==> src/rtl/rv_core_pkg.sv <==
`default_nettype none
// ============================================================================
// Module      : rv_core_pkg
// Description : Shared types and constants for the RV32 instruction fetch
//               path: fetch FSM states, queue entry layout, bus encodings.
// Revision    : 1.0 - initial release
// ============================================================================
package rv_core_pkg;

    // Fetch engine states
    typedef enum logic [1:0] {
        IDLE = 2'd0,
        REQ  = 2'd1,
        DROP = 2'd2
    } fetch_state_e;

    // Bus transfer type and size encodings
    typedef enum logic {
        READ  = 1'b0,
        WRITE = 1'b1
    } ttype_e;

    typedef enum logic [1:0] {
        BYTE = 2'd0,
        HALF = 2'd1,
        WORD = 2'd2
    } tsize_e;

    // One queued instruction together with the address it came from
    typedef struct packed {
        logic [31:0] pc;
        logic [31:0] inst;
    } fetch_entry_t;

    // addi x0, x0, 0 - shown on the instruction output whenever nothing is valid
    localparam logic [31:0] NOP = 32'h0000_0013;

    // Clears the byte offset so every fetch address is word aligned
    function automatic logic [31:0] word_align(input logic [31:0] a);
        return {a[31:2], 2'b00};
    endfunction

endpackage
`default_nettype wire

==> src/rtl/master_bus_if.sv <==
`default_nettype none
// ============================================================================
// Module      : master_bus_if
// Description : Single-outstanding request/done bus between a master and a
//               memory slave. Master holds bstart and addr until bdone.
// Revision    : 1.0 - initial release
// ============================================================================
interface master_bus_if;
    import rv_core_pkg::*;

    logic        breq;
    logic        bstart;
    ttype_e      ttype;
    tsize_e      tsize;
    logic [31:0] addr;
    logic [31:0] wdata;
    logic        bdone;
    logic [31:0] rdata;

    modport master (
        output breq, bstart, ttype, tsize, addr, wdata,
        input  bdone, rdata
    );

    modport slave (
        input  breq, bstart, ttype, tsize, addr, wdata,
        output bdone, rdata
    );

endinterface
`default_nettype wire

==> src/rtl/sync_fifo.sv <==
`default_nettype none
// ============================================================================
// Module      : sync_fifo
// Description : Single-clock FIFO with synchronous flush and entry count.
//               The caller guarantees no push when full and no pop when
//               empty; the FIFO itself does not check.
// Revision    : 1.0 - initial release
// ============================================================================
module sync_fifo #(
    parameter  int WIDTH = 64,
    parameter  int DEPTH = 4,
    localparam int AW    = $clog2(DEPTH)
) (
    input  wire logic             clk,
    input  wire logic             rst,
    input  wire logic             flush,
    input  wire logic             push,
    input  wire logic [WIDTH-1:0] push_data,
    input  wire logic             pop,
    output logic      [WIDTH-1:0] head,
    output logic      [AW:0]      count,
    output logic                  empty
);

    logic [WIDTH-1:0] r_mem [DEPTH];
    logic [AW-1:0]    r_wr_ptr;
    logic [AW-1:0]    r_rd_ptr;
    logic [AW:0]      r_count;

    // Pointer and count update; pointers wrap naturally since DEPTH is a power of two
    always_ff @(posedge clk) begin
        if (rst || flush) begin
            r_wr_ptr <= '0;
            r_rd_ptr <= '0;
            r_count  <= '0;
        end else begin
            if (push) r_wr_ptr <= r_wr_ptr + AW'(1);
            if (pop)  r_rd_ptr <= r_rd_ptr + AW'(1);
            case ({push, pop})
                2'b10:   r_count <= r_count + (AW+1)'(1);
                2'b01:   r_count <= r_count - (AW+1)'(1);
                default: r_count <= r_count;
            endcase
        end
    end

    // Storage write; contents need no reset because count gates visibility
    always_ff @(posedge clk) begin
        if (push) r_mem[r_wr_ptr] <= push_data;
    end

    assign head  = r_mem[r_rd_ptr];
    assign count = r_count;
    assign empty = (r_count == '0);

endmodule
`default_nettype wire

==> src/rtl/rv_prefetch.sv <==
`default_nettype none
// ============================================================================
// Module      : rv_prefetch
// Description : Decoupled instruction prefetcher. Issues one word read at a
//               time, queues {pc, inst} pairs and hands them to decode via
//               valid/ready. Supports redirect-with-squash and a debug halt
//               that only takes effect between transactions.
//               Optional: RV_PREFETCH_BYPASS_EN presents returning data in the
//               same cycle when the queue is empty.
// Revision    : 1.0 - initial release
// ============================================================================
module rv_prefetch
    import rv_core_pkg::*;
#(
    parameter  logic [31:0] INITIAL_PC = 32'h0000_0000,
    parameter  int          DEPTH      = 4,
    localparam int          CW         = $clog2(DEPTH) + 1
) (
    input  wire logic        clk,
    input  wire logic        rst,
    master_bus_if.master     ibus,
    output logic             inst_valid,
    output logic [31:0]      inst_data,
    output logic [31:0]      inst_pc,
    input  wire logic        inst_ready,
    input  wire logic        redirect,
    input  wire logic [31:0] redirect_pc,
    input  wire logic        halt,
    output logic             halted,
    output logic [CW-1:0]    occupancy
);

    fetch_state_e r_state;
    logic [31:0]  r_fpc;
    logic         r_bstart;

    fetch_entry_t w_push_entry;
    fetch_entry_t w_head;
    logic [CW-1:0] w_count;
    logic         w_empty;
    logic         w_full;
    logic         w_fetch_ok;
    logic         w_push;
    logic         w_pop;

    // A data beat worth keeping: completed in REQ and not squashed this cycle
    assign w_fetch_ok   = (r_state == REQ) && ibus.bdone && !redirect;
    assign w_full       = (w_count == CW'(DEPTH));
    assign w_push_entry = '{pc: r_fpc, inst: ibus.rdata};

    // Fetch FSM with registered bstart; redirect always retargets fpc, and
    // DROP leaves on any bdone since the squashed beat is thrown away anyway
    always_ff @(posedge clk) begin
        if (rst) begin
            r_state  <= IDLE;
            r_fpc    <= INITIAL_PC;
            r_bstart <= 1'b0;
        end else begin
            if (redirect) begin
                r_fpc <= word_align(redirect_pc);
            end else if ((r_state == REQ) && ibus.bdone) begin
                r_fpc <= r_fpc + 32'd4;
            end

            case (r_state)
                IDLE: begin
                    if (!halt && !redirect && !w_full) begin
                        r_state  <= REQ;
                        r_bstart <= 1'b1;
                    end
                end
                REQ: begin
                    if (ibus.bdone) begin
                        r_state  <= IDLE;
                        r_bstart <= 1'b0;
                    end else if (redirect) begin
                        r_state  <= DROP;
                    end
                end
                DROP: begin
                    if (ibus.bdone) begin
                        r_state  <= IDLE;
                        r_bstart <= 1'b0;
                    end
                end
                default: begin
                    r_state  <= IDLE;
                    r_bstart <= 1'b0;
                end
            endcase
        end
    end

    // Queue control and consumer-facing outputs
    always_comb begin
        w_pop      = !w_empty && inst_ready && !redirect;
        w_push     = w_fetch_ok;
        inst_valid = !w_empty;
        inst_pc    = w_head.pc;
        inst_data  = w_empty ? NOP : w_head.inst;
`ifdef RV_PREFETCH_BYPASS_EN
        // Empty queue: forward the returning beat straight to decode and
        // skip the queue entirely if it is taken in the same cycle
        if (w_empty && w_fetch_ok) begin
            inst_valid = 1'b1;
            inst_pc    = r_fpc;
            inst_data  = ibus.rdata;
            w_push     = !inst_ready;
        end
`endif
    end

    sync_fifo #(
        .WIDTH ($bits(fetch_entry_t)),
        .DEPTH (DEPTH)
    ) u_fifo (
        .clk       (clk),
        .rst       (rst),
        .flush     (redirect),
        .push      (w_push),
        .push_data (w_push_entry),
        .pop       (w_pop),
        .head      (w_head),
        .count     (w_count),
        .empty     (w_empty)
    );

    assign occupancy   = w_count;
    assign halted      = halt && (r_state == IDLE);

    assign ibus.breq   = 1'b1;
    assign ibus.bstart = r_bstart;
    assign ibus.ttype  = READ;
    assign ibus.tsize  = WORD;
    assign ibus.wdata  = 32'h0;
    assign ibus.addr   = r_fpc;

endmodule
`default_nettype wire

==> src/flat_wrapper.sv <==
// flat-port wrapper written by rule: the top's interface ports become plain ports
module rv_prefetch_flat import rv_core_pkg::*;
#(
    parameter  logic [31:0] INITIAL_PC = 32'h0000_0000,
    parameter  int          DEPTH      = 4,
    localparam int          CW         = $clog2(DEPTH) + 1
)
  (clk, rst, inst_valid, inst_data, inst_pc, inst_ready, redirect, redirect_pc, halt, halted, occupancy, ibus_breq, ibus_bstart, ibus_ttype, ibus_tsize, ibus_addr, ibus_wdata, ibus_bdone, ibus_rdata);
  master_bus_if ibus_i ();
  input  wire logic clk;
  input  wire logic rst;
  output logic inst_valid;
  output logic [31:0] inst_data;
  output logic [31:0] inst_pc;
  input  wire logic inst_ready;
  input  wire logic redirect;
  input  wire logic [31:0] redirect_pc;
  input  wire logic halt;
  output logic halted;
  output logic [CW-1:0] occupancy;
  output wire logic [$bits(ibus_i.breq)-1:0] ibus_breq;
  output wire logic [$bits(ibus_i.bstart)-1:0] ibus_bstart;
  output wire logic [$bits(ibus_i.ttype)-1:0] ibus_ttype;
  output wire logic [$bits(ibus_i.tsize)-1:0] ibus_tsize;
  output wire logic [$bits(ibus_i.addr)-1:0] ibus_addr;
  output wire logic [$bits(ibus_i.wdata)-1:0] ibus_wdata;
  input wire logic [$bits(ibus_i.bdone)-1:0] ibus_bdone;
  input wire logic [$bits(ibus_i.rdata)-1:0] ibus_rdata;
  assign ibus_breq = ibus_i.breq;
  assign ibus_bstart = ibus_i.bstart;
  assign ibus_ttype = ibus_i.ttype;
  assign ibus_tsize = ibus_i.tsize;
  assign ibus_addr = ibus_i.addr;
  assign ibus_wdata = ibus_i.wdata;
  assign ibus_i.bdone = ibus_bdone;
  assign ibus_i.rdata = ibus_rdata;
  rv_prefetch #(.INITIAL_PC(INITIAL_PC), .DEPTH(DEPTH)) u_core (.clk(clk), .rst(rst), .ibus(ibus_i), .inst_valid(inst_valid), .inst_data(inst_data), .inst_pc(inst_pc), .inst_ready(inst_ready), .redirect(redirect), .redirect_pc(redirect_pc), .halt(halt), .halted(halted), .occupancy(occupancy));
endmodule
==> config.mk <==
export PLATFORM = sky130hd
export DESIGN_NAME = rv_prefetch_flat
export DESIGN_NICKNAME = d
export VERILOG_FILES = /design/src/rtl/rv_core_pkg.sv /design/src/rtl/master_bus_if.sv /design/src/rtl/sync_fifo.sv /design/src/rtl/rv_prefetch.sv /design/src/flat_wrapper.sv
export SDC_FILE = /design/constraint.sdc
export NUM_CORES = 1
export LEC_CHECK = 0
export BUFFER_PORTS_ARGS = -buffer_cell sky130_fd_sc_hd__buf_2
export CAP_MARGIN = 20
export CORE_ASPECT_RATIO = 1.4
export CORE_MARGIN = 3
export CORE_UTILIZATION = 56
export CTS_CLUSTER_DIAMETER = 200
export DETAILED_ROUTE_END_ITERATION = 16
export PLACE_DENSITY_LB_ADDON = 0.15
export SLEW_MARGIN = 20
export SYNTH_ARGS = -nofsm -noshare
export SYNTH_HDL_FRONTEND = slang
export SYNTH_SLANG_ARGS = --single-unit
==> constraint.sdc <==
create_clock -name clk -period 3.9 [get_ports clk]
set_input_delay 0.78 -clock clk [delete_from_list [all_inputs] [get_ports clk]]
set_output_delay 0.78 -clock clk [all_outputs]
set_load 0.01 [all_outputs]
==> impl_metrics.xml <==
<?xml version="1.0" encoding="UTF-8"?>
<metrics>
  <group name="floorplan">
    <metric name="die-width" unit="um">129</metric>
    <metric name="design.die.area" unit="um2">23000</metric>
    <metric name="floorplan.initialDensity" unit="">0.573</metric>
    <metric name="ioPinCount" unit="">208</metric>
    <metric name="core.rowCount" unit="">62</metric>
    <metric name="fp.dieH" unit="um">178</metric>
    <metric name="core_region_area" unit="um2">20700</metric>
  </group>
  <group name="routing">
    <metric name="post-route-drc-count" unit="">0</metric>
    <metric name="per_cell_routed_wire_length" unit="um">21.1</metric>
    <metric name="drt-initial-drc-count" unit="">572</metric>
    <metric name="drt_pre_antenna_iters" unit="">7</metric>
    <metric name="postRouteAntennaNets" unit="">0</metric>
    <metric name="num_vias" unit="">6744</metric>
    <metric name="post_drt_via_cell_ratio" unit="">5.86</metric>
    <metric name="postRouteWirelength" unit="um">24300</metric>
  </group>
  <group name="power">
    <metric name="comb_power_share" unit="">0.037</metric>
    <metric name="power.share.clock" unit="">0.415</metric>
    <metric name="power.static_leakage" unit="nW">4.76</metric>
    <metric name="netSwitchingFraction" unit="">0.202</metric>
    <metric name="vdd_ir_drop_max" unit="uV">406</metric>
    <metric name="switching_power" unit="mW">1.28</metric>
    <metric name="cellPowerDensity" unit="nW/um2">460</metric>
    <metric name="power_frac_seq" unit="">0.547</metric>
    <metric name="internal_power" unit="mW">5.06</metric>
  </group>
  <group name="synthesis">
    <metric name="post_synth_main_area_contributors" unit="">sky130_fd_sc_hd__edfxtp_1 (63%), sky130_fd_sc_hd__mux4_2 (12%), sky130_fd_sc_hd__dfxtp_1 (7.1%)</metric>
    <metric name="synth_edf_count" unit="">248</metric>
    <metric name="yosysSeqAreaShare" unit="">0.698</metric>
    <metric name="synth_top_family_by_area" unit="">multiplexers</metric>
    <metric name="synth_fa_ha_area_frac" unit="">0.0112</metric>
    <metric name="post_synthesis_simple_gate_area_fraction" unit="">0.0813</metric>
    <metric name="synth_compound_gate_area_share" unit="">0.0383</metric>
    <metric name="synth-seq-cells" unit="">290</metric>
    <metric name="leading_area_contributor_after_synthesis" unit="">sky130_fd_sc_hd__edfxtp_1</metric>
    <metric name="yosys_warnings" unit="">0</metric>
    <metric name="synth.cell_area" unit="um2">11900</metric>
    <metric name="synth_cell_types" unit="">51</metric>
    <metric name="post_synth_xor_area_fraction" unit="">0.0103</metric>
    <metric name="ys_dominant_reg_cell" unit="">sky130_fd_sc_hd__edfxtp_1</metric>
    <metric name="async_reset_ff_frac" unit="">0</metric>
    <metric name="postSynthCellCount" unit="">704</metric>
    <metric name="synth.mux.area_fraction" unit="">0.118</metric>
    <metric name="syn_avg_cell_area" unit="um2">16.9</metric>
    <metric name="synthTopCellsByCount" unit="">sky130_fd_sc_hd__edfxtp_1 (248), sky130_fd_sc_hd__mux4_2 (62), sky130_fd_sc_hd__dfxtp_1 (42), sky130_fd_sc_hd__buf_4 (40), sky130_fd_sc_hd__nor2_1 (37)</metric>
    <metric name="synth_top_cell_area_share" unit="">0.627</metric>
    <metric name="yosysMostFrequentCell" unit="">sky130_fd_sc_hd__edfxtp_1</metric>
  </group>
  <group name="critical_path">
    <metric name="worst-r2r-cell-count" unit="">5</metric>
    <metric name="timing.critical_path.arrival" unit="ns">2.42</metric>
    <metric name="r2r-start" unit="">u_core.r_state[1]</metric>
    <metric name="timing.critical_path.required" unit="ns">3.12</metric>
    <metric name="reg2reg_to" unit="">u_core.u_fifo.r_mem[0][47]</metric>
    <metric name="timing.setup.critical_path_class" unit="">flip-flop to primary output</metric>
    <metric name="crit_buf_inv" unit="">2</metric>
    <metric name="critical_path.top_delay_family" unit="">flip-flops</metric>
    <metric name="crit_end" unit="">inst_data[3]</metric>
    <metric name="critical-path-max-stage-delay" unit="ns">0.61</metric>
    <metric name="critical_path.startpoint_type" unit="">flip-flop</metric>
    <metric name="ff2ff_setup_slack" unit="ns">1.29</metric>
    <metric name="crit_fanout" unit="">20</metric>
    <metric name="worst-path-stages" unit="">4</metric>
    <metric name="path_cells" unit="">buf_4, mux4_2, nor2b_1, buf_2</metric>
    <metric name="kind_of_end_point_of_the_critical_path" unit="">primary output</metric>
    <metric name="slowest_stage" unit="">sky130_fd_sc_hd__dfxtp_4</metric>
  </group>
  <group name="clock_tree">
    <metric name="numClockSinks" unit="">290</metric>
    <metric name="cts_setup_buffers" unit="">0</metric>
    <metric name="clock_tree_from_tritoncts" unit="">built</metric>
    <metric name="cts_root_buffer" unit="">sky130_fd_sc_hd__clkbuf_16</metric>
    <metric name="post_cts_resize_count" unit="">0</metric>
    <metric name="cts.htree.levels" unit="">1</metric>
    <metric name="cts-root-to-sink-buffers" unit="">3</metric>
    <metric name="postCtsHoldBufs" unit="">0</metric>
    <metric name="clk_latency" unit="ns">0.52</metric>
    <metric name="clk_pin_slew" unit="ns">0.07</metric>
    <metric name="number_of_buffers_added_by_the_clock_tree_synthesis_step" unit="">27</metric>
  </group>
  <group name="timing">
    <metric name="fin_worst_hold_slack" unit="ns">0.474</metric>
    <metric name="finalHoldViolCount" unit="">0</metric>
    <metric name="tightest_slew" unit="ns">0.984</metric>
    <metric name="fin_worst_skew" unit="ns">0.0124</metric>
    <metric name="ratio_of_final_minimum_period_to_clock_period" unit="">0.821</metric>
    <metric name="grt_setup_unrepaired" unit="">false</metric>
    <metric name="min_period" unit="ns">3.20</metric>
    <metric name="finalSetupTns" unit="ns">0</metric>
    <metric name="setup_violations" unit="">0</metric>
    <metric name="finalMaxSlewViolations" unit="">0</metric>
    <metric name="slew-limit-headroom" unit="">0.344</metric>
    <metric name="max_freq" unit="GHz">0.312</metric>
  </group>
  <group name="place">
    <metric name="hpwlAfterDp" unit="um">15600</metric>
    <metric name="port-buffer-count" unit="">165</metric>
    <metric name="final_estimated_routing_congestion_in_global_placement" unit="">0.860</metric>
  </group>
  <group name="min_path">
    <metric name="timing.hold.worst.class" unit="">input pin to flip-flop</metric>
  </group>
  <group name="global_routing">
    <metric name="grt_antenna_before_repair" unit="">1</metric>
    <metric name="grt_start_max_net_pins" unit="">63</metric>
    <metric name="globalRouteTotalUtil" unit="">0.212</metric>
    <metric name="first_global_vias" unit="">7051</metric>
    <metric name="grt_pass1_wl" unit="um">38100</metric>
    <metric name="globalRoute.totalOverflow" unit="">0</metric>
  </group>
  <group name="cells_and_area">
    <metric name="fin_nets" unit="">954</metric>
    <metric name="n_antenna_cell" unit="">0</metric>
    <metric name="num-fill-cells" unit="">1440</metric>
    <metric name="drive_above_1_share" unit="">0.330</metric>
    <metric name="area_delta_synth_final" unit="%">16.0</metric>
  </group>
  <group name="flow_run">
    <metric name="max_cap_viol_count" unit="">0</metric>
  </group>
  <group name="status">
    <metric name="run_status" unit="">finished, final reports clean</metric>
  </group>
</metrics>
worst min path at each step:
stage / depth (start not counted) / end / startpoint
after floorplan: 2 / u_core.r_state[1] / u_core.r_state[1]
after global placement: 2 / u_core.r_state[1] / u_core.r_state[1]
after detailed placement: 2 / u_core.r_state[1] / u_core.r_state[1]
after CTS: 1 / u_core.u_fifo.r_mem[3][5] / ibus_rdata[5]
after global routing: 1 / u_core.u_fifo.r_mem[1][5] / ibus_rdata[5]
final: 1 / u_core.u_fifo.r_mem[2][13] / ibus_rdata[13]
worst reg2reg max path: stages, from the launching register on:
cell	delay (ns)
sky130_fd_sc_hd__dfxtp_1	0.32
sky130_fd_sc_hd__inv_1	0.08
sky130_fd_sc_hd__ha_1	0.33
sky130_fd_sc_hd__nand2_1	0.21
sky130_fd_sc_hd__nor2_1	0.38
sky130_fd_sc_hd__and2_4	0.88
registers in the layout, summed over array words and instances, names as in the netlist, named ones only:
register                cells
u_core.u_fifo.count         3
u_core.u_fifo.r_rd_ptr      2
u_core.u_fifo.r_mem       248
u_core.u_fifo.r_wr_ptr      2
u_core.r_state              2
u_core.ibus.bstart          1
u_core.ibus.addr           30
layout by cell type (no fill, tap or decap), drive strengths merged, types with 2 or more instances in the layout:
cell type / synthesis / routed
a2111oi: 5 / 5
a211oi: 10 / 10
a21oi: 8 / 8
a221oi: 2 / 2
a311oi: 12 / 12
a31o: 2 / 2
a31oi: 2 / 2
and2: 6 / 6
and3: 5 / 5
and4: 7 / 7
buf: 50 / 175
bufinv: 0 / 4
clkbuf: 22 / 35
clkinv: 0 / 9
conb: 2 / 40
dfxtp: 42 / 42
edfxtp: 248 / 248
ha: 9 / 9
inv: 20 / 21
mux4: 62 / 62
nand2: 22 / 22
nand3: 11 / 11
nand4: 13 / 13
nor2: 37 / 37
nor2b: 32 / 32
nor3: 6 / 6
nor3b: 2 / 2
nor4: 7 / 7
o21ai: 13 / 13
o31a: 2 / 2
o31ai: 2 / 2
or2: 5 / 5
or3: 8 / 8
or4: 7 / 7
xnor2: 10 / 10
xor2: 4 / 4
cell type report:
| type | count | area, um2 | share of cell area |
|---|---|---|---|
| flip-flops and latches | 290 | 8300 | 0.603 |
| multi-input cells | 360 | 3240 | 0.235 |
| repair buffers | 175 | 951 | 0.0691 |
| clock buffers | 35 | 716 | 0.0520 |
| well taps | 256 | 320 | 0.0233 |
| clock inverters | 14 | 173 | 0.0125 |
| inverters | 20 | 75.1 | 0.00545 |
kinds of logic (layout without fill, tap and decap cells):
logic type	count (synthesis)	after routing
AOI/OAI and AO/OA	63	63
DFF	290	290
buffers and inverters	92	244
muxes	62	62
and+or+nand+nor	171	171
other	2	40
adders and majority gates	10	10
xor gates and xnor gates	14	14
metrics by stage:
step	utilization	std cells	power, mW	area, um2	worst slack (ns)
detailed placement	0.622	1101	3.77	12900	1.03
global route	0.665	1150	6.54	13800	0.512
floorplan	-	742	3.67	12000	0.580
finish	0.665	1150	6.34	13800	0.699
global placement	0.622	1101	3.75	12900	1.15
CTS	0.665	1150	6.39	13800	0.601
layer usage:
layer | vias up | routed length [um] | track usage | share of wire
met2 | 286 | 12600 | 0.369 | 0.52
met3 | 56 | 1690 | 0.0389 | 0.070
met5 | - | 7 | 0 | 0.00029
met1 | 3363 | 9370 | 0.273 | 0.39
li1 | 3037 | - | - | -
met4 | 2 | 654 | 0.0635 | 0.027
power by group through the flow:
stage	sequential, mW	combinational [mW]	clock (mW)
floorplan	3.52	0.144	0
global placement	3.53	0.222	0
detailed placement	3.54	0.234	0
CTS	3.47	0.235	2.69
global route	3.47	0.258	2.81
finish	3.47	0.235	2.63
Note: power is estimated with default switching activity, not from simulation.
